`config.mk`:
```
export PLATFORM = sky130hd
export DESIGN_NAME = grant_burst_controller
export DESIGN_NICKNAME = d
export VERILOG_FILES = /design/src/rtl/gbc_pkg.sv /design/src/rtl/burst_beat_counter.sv /design/src/rtl/grant_burst_controller.sv
export SDC_FILE = /design/constraint.sdc
export NUM_CORES = 1
export LEC_CHECK = 0
export ABC_CLOCK_PERIOD_IN_PS = 3100
export CORE_MARGIN = 10
export CORE_UTILIZATION = 37
export CTS_BUF_LIST = sky130_fd_sc_hd__clkbuf_4
export DETAILED_ROUTE_END_ITERATION = 16
export PLACE_DENSITY = 0.75
export SLEW_MARGIN = 20
export SYNTH_ARGS = -nofsm -noshare
export SYNTH_HDL_FRONTEND = slang
export SYNTH_SLANG_ARGS = --single-unit
```
`constraint.sdc`:
```
create_clock -name clk -period 3.1 [get_ports clk]
set_input_delay 0.31 -clock clk [delete_from_list [all_inputs] [get_ports clk]]
set_output_delay 0.31 -clock clk [all_outputs]
set_load 0.02 [all_outputs]
```
`src/rtl/gbc_pkg.sv`:
```
// Shared types and helpers for the grant burst controller.
package gbc_pkg;

   localparam int N_REQ = 4;
   localparam int IDX_W = $clog2(N_REQ);

   typedef enum logic [1:0] {
      IDLE  = 2'd0,
      BURST = 2'd1,
      DONE  = 2'd2
   } gbc_state_e;

   // Index of the highest set bit; 0 when the vector is empty.
   function automatic logic [IDX_W-1:0] onehot_hi_idx(input logic [N_REQ-1:0] vec);
      logic [IDX_W-1:0] idx;
      idx = '0;
      for (int i = 0; i < N_REQ; i++) begin
         if (vec[i]) idx = IDX_W'(i);
      end
      return idx;
   endfunction

   // More than one bit set.
   function automatic logic is_multi_hot(input logic [N_REQ-1:0] vec);
      return (vec & (vec - 1'b1)) != '0;
   endfunction

endpackage

```
`src/rtl/burst_beat_counter.sv`:
```
// Beat counter for one burst: holds the captured length and the current beat
// index. The counter stops at the captured length, so it cannot wrap.
module burst_beat_counter #(
   parameter int LEN_W = 4
) (
   input  logic             clk,
   input  logic             rst,
   input  logic             load,
   input  logic [LEN_W-1:0] len,
   input  logic             advance,
   output logic [LEN_W-1:0] beat_cnt,
   output logic             beat_last
);

   logic [LEN_W-1:0] cnt_q, cnt_d;
   logic [LEN_W-1:0] len_q, len_d;

   // Load restarts at beat 0 with a new length; advance steps unless on the last beat.
   always_comb begin
      cnt_d = cnt_q;
      len_d = len_q;
      if (load) begin
         cnt_d = '0;
         len_d = len;
      end else if (advance && !beat_last) begin
         cnt_d = cnt_q + 1'b1;
      end
   end

   // Count and length registers.
   always_ff @(posedge clk or posedge rst) begin
      if (rst) begin
         cnt_q <= '0;
         len_q <= '0;
      end else begin
         cnt_q <= cnt_d;
         len_q <= len_d;
      end
   end

   assign beat_cnt  = cnt_q;
   assign beat_last = (cnt_q == len_q);

endmodule

```
`src/rtl/grant_burst_controller.sv`:
```
// Locks the arbiter's winner onto the shared resource for a len+1 beat burst,
// masks further requests while busy and pulses done at burst end.
//
//   state | meaning
//   IDLE  | mask open, waiting for a grant (only state that samples gnt_in)
//   BURST | owner locked, offering beats until the last one is accepted
//   DONE  | one cycle, done pulse on the owner's bit, mask still closed
module grant_burst_controller
   import gbc_pkg::*;
#(
   parameter int LEN_W = 4
) (
   input  logic                   clk,
   input  logic                   rst,
   input  logic [N_REQ-1:0]       gnt_in,
   input  logic [N_REQ*LEN_W-1:0] len_in,
   input  logic                   beat_ready,
   output logic [N_REQ-1:0]       req_mask,
   output logic [N_REQ-1:0]       owner,
   output logic                   busy,
   output logic                   beat_valid,
   output logic                   beat_last,
   output logic [LEN_W-1:0]       beat_cnt,
   output logic [N_REQ-1:0]       done,
   output logic                   err_multi
);

   gbc_state_e       state_q, state_d;
   logic [N_REQ-1:0] owner_q, owner_d;
   logic             err_q, err_d;
   logic             cnt_load;
   logic [LEN_W-1:0] cnt_len;
   logic             cnt_adv;
   logic             cnt_last;
   logic [IDX_W-1:0] gnt_idx;

   assign gnt_idx = onehot_hi_idx(gnt_in);

   // Next state, owner capture and counter load; DONE reloads a zero length to clear the count.
   always_comb begin
      state_d  = state_q;
      owner_d  = owner_q;
      err_d    = err_q;
      cnt_load = 1'b0;
      cnt_len  = '0;
      case (state_q)
         IDLE: begin
            if (gnt_in != '0) begin
               state_d  = BURST;
               owner_d  = N_REQ'(1) << gnt_idx;
               err_d    = err_q | is_multi_hot(gnt_in);
               cnt_load = 1'b1;
               cnt_len  = len_in[gnt_idx*LEN_W +: LEN_W];
            end
         end
         BURST: begin
            if (beat_ready && cnt_last) state_d = DONE;
         end
         DONE: begin
            state_d  = IDLE;
            owner_d  = '0;
            cnt_load = 1'b1;
         end
         default: begin
            state_d  = IDLE;
            owner_d  = '0;
            cnt_load = 1'b1;
         end
      endcase
   end

   // State, owner and sticky error registers.
   always_ff @(posedge clk or posedge rst) begin
      if (rst) begin
         state_q <= IDLE;
         owner_q <= '0;
         err_q   <= 1'b0;
      end else begin
         state_q <= state_d;
         owner_q <= owner_d;
         err_q   <= err_d;
      end
   end

   assign cnt_adv = (state_q == BURST) && beat_ready;

   burst_beat_counter #(.LEN_W(LEN_W)) u_beat_counter (
      .clk       (clk),
      .rst       (rst),
      .load      (cnt_load),
      .len       (cnt_len),
      .advance   (cnt_adv),
      .beat_cnt  (beat_cnt),
      .beat_last (cnt_last)
   );

   assign req_mask   = (state_q == IDLE) ? '1 : '0;
   assign owner      = owner_q;
   assign busy       = (state_q != IDLE);
   assign beat_valid = (state_q == BURST);
   assign beat_last  = beat_valid && cnt_last;
   assign done       = (state_q == DONE) ? owner_q : '0;
   assign err_multi  = err_q;

endmodule

```
==> summary.txt <==
Placement
  – Routability cong.: 0.7663
  – Area after DPL: 1264 sq um
  – Post-DP HPWL: 1940 um
  – Port Buffer Count: 42

Status
  – Outcome: completed

Floorplan
  – Starting Density: 38.80%
  – Die Width: 68.17 um
  – Die area: 4646 sq um
  – Site Rows: 17
  – Area of the core: 2212 sq um
  – Top-level port count: 43
  – Die height: 68.17 um

Timing
  – Final Hold Viols: 0
  – Worst-Margin Slew: 590.3 ps
  – Setup TNS: 0 ps
  – Final min period: 2277 ps
  – Final Slew Violations: 0
  – Peak Freq: 0.4391 GHz
  – Final setup violation count: 0
  – Clock skew: 1.485 ps
  – RSZ-0062 raised after global routing: no
  – Final period util: 73.47%
  – WHS: 381.9 ps
  – Slew headroom: 60.50%

Finish
  – Design area: 1294 sq um
  – Leading cell types in the layout, fill and taps excluded: clkdlybuf4s50_1 (42), dfrtp_1 (15), nand2_1 (13), o21ai_0 (7)
  – Most common cell after layout, fill and taps aside: clkdlybuf4s50_1
  – Final Core Density: 58.48%
  – Share of cells above drive strength 1: 10.40%
  – Synth-to-Final Area Change: 50.73%
  – Ant. Diodes: 0
  – Fin nets: 150

Clock tree
  – CTS root buffer: clkbuf_4
  – Clk pin slew, worst setup/hold paths: 80 ps
  – Cts repair resizes: 0
  – Postcts setup bufs: 0
  – CTS tree: built
  – Skew-Pair Late Insertion Delay: 280 ps
  – Htree depth: 1
  – # clock sinks: 15
  – Clk buf depth: 2
  – # hold bufs at CTS: 0
  – CTS Buf Count: 3

Synth
  – Syn Nets: 109
  – Yosys cell types: 28
  – Syn Inst Count: 85
  – Share of synthesized registers carrying an async set or reset: 100.0%
  – Synthesized cell area: 858.3 sq um
  – Ys Warns: 0
  – Sequential fraction of the synthesis area: 43.73%
  – Top_reg_cell synth: dfrtp_1
  – EDFF count, synth: 0
  – Synth Register Bits: 15
  – Post-synthesis area per instance: 10.10 sq um

Setup path
  – Worst Setup End Kind: primary output
  – CP max FO: 10
  – Critical path launch point: state_q[1]$_DFFE_PP0P_
  – CP startpoint kind: register
  – Critical R2R Launch: state_q[1]$_DFFE_PP0P_
  – Worst Path Required: 2790 ps
  – Critical Path AT: 1970 ps
  – Critical path class: reg2out
  – R2R setup slack: 1560 ps

GRT
  – GR Util All Layers: 10.80%
  – Vias in the first global route: 824
  – First-pass GRT wire length: 3864 um
  – Global route overflow: 0
  – Largest net degree at the start of global routing: 16
  – Initial antenna violation count: 0

Power
  – P_leak: 0.5378 nW
  – Power Dens Cells: 824.9 nW/um^2
  – Max rail drop VDD: 0.3682 mV

Min path
  – Hold WC Path Type: in2async

Detailed routing
  – 1st-pass router iterations: 7
  – DR DRC count: 0
  – DR vias/cell: 5.118
  – WL/cell: 15.24 um
  – Antenna Nets Post-Route: 0
  – Detailed-route wire length: 2331 um
  – Initial drt markers: 21
  – DR vias: 783

Flow run
  – Max cap viols: 0
## state kept, by name, summed over array words and instances, names as in the netlist
name / cells
owner: 4
u_beat_counter.len_q: 4
u_beat_counter.beat_cnt: 4
err_multi: 1
state_q: 2
## per-layer routing
| metal | up-vias | wire [um] | GRT usage [%] |
|---|---|---|---|
| li1 | 381 | - | - |
| met1 | 364 | 953 | 12.20 |
| met2 | 36 | 1107 | 16.74 |
| met3 | 2 | 240 | 4.731 |
| met4 | 0 | 29 | 6.030 |
| met5 | - | 0 | 0 |
## kinds of logic (layout without fill, tap and decap cells)
kind of cell | after synthesis | count (layout) | share of synthesized area, %
muxes | 7 | 7 | 8.746
AOI/OAI and AO/OA | 19 | 19 | 17.49
xor gates and xnor gates | 4 | 4 | 4.081
adders and majority gates | 1 | 1 | 1.457
and+or+nand+nor | 29 | 29 | 16.91
DFF | 15 | 15 | 43.73
buffers and inverters | 10 | 50 | 7.579
## power by group
| group | switching [mW] | total (mW) | internal, mW |
|---|---|---|---|
| combinational | 0.316 | 0.601 | 0.285 |
| clock | 0.0599 | 0.119 | 0.0586 |
| sequential | 0.0777 | 0.348 | 0.270 |
## final timing paths
kind | to | depth (start not counted)
max | req_mask[1] | 2
min | err_multi$_DFFE_PP0P_ | 2
max reg2reg | u_beat_counter.beat_cnt[3]$_DFFE_PP0P_ | 4
min reg2reg | err_multi$_DFFE_PP0P_ | 1
max in group asynchronous | state_q[1]$_DFFE_PP0P_ | 2
min in group clk | err_multi$_DFFE_PP0P_ | 1
## area by class of cell
type,count,area [sq um]
sequential,15,375.4
tap,28,35.03
inverter,4,15.01
timing repair buffer,42,420.4
fill,203,918.4
clock buffer,4,30.03
multi-input combinational,60,417.9
## Yosys cell counts, types with 2 or more instances
cell type | instances | area, sq um
dfrtp_1 | 15 | 375.4
nand2_1 | 13 | 48.80
o21ai_0 | 7 | 35.03
a222oi_1 | 4 | 40.04
and2_1 | 4 | 25.02
inv_1 | 4 | 15.01
mux2_2 | 4 | 45.04
nor2_1 | 4 | 15.01
xnor2_1 | 4 | 35.03
buf_4 | 3 | 22.52
mux2i_1 | 3 | 30.03
buf_6 | 2 | 22.52
nand4_1 | 2 | 12.51
nor2b_1 | 2 | 12.51
## metrics by stage
| stage | setup WS, ps | power (mW) | cells |
|---|---|---|---|
| 6_report | 822.6 | 1.067 | 153 |
| 5_1_grt | 652.6 | 1.153 | 153 |
| 4_1_cts | 807.7 | 1.082 | 153 |
| 3_5_place_dp | 981.5 | 0.9622 | 149 |
| 3_3_place_gp | 1031 | 0.9480 | 149 |
| 2_1_floorplan | 1463 | 0.7269 | 85 |
## worst max-delay path, cell delays in order, from the launching register on
cell             delay [ps]
dfrtp_1                 470
nor2_1                  490
clkdlybuf4s50_1         730
Note: power is estimated with default switching activity, not from simulation.
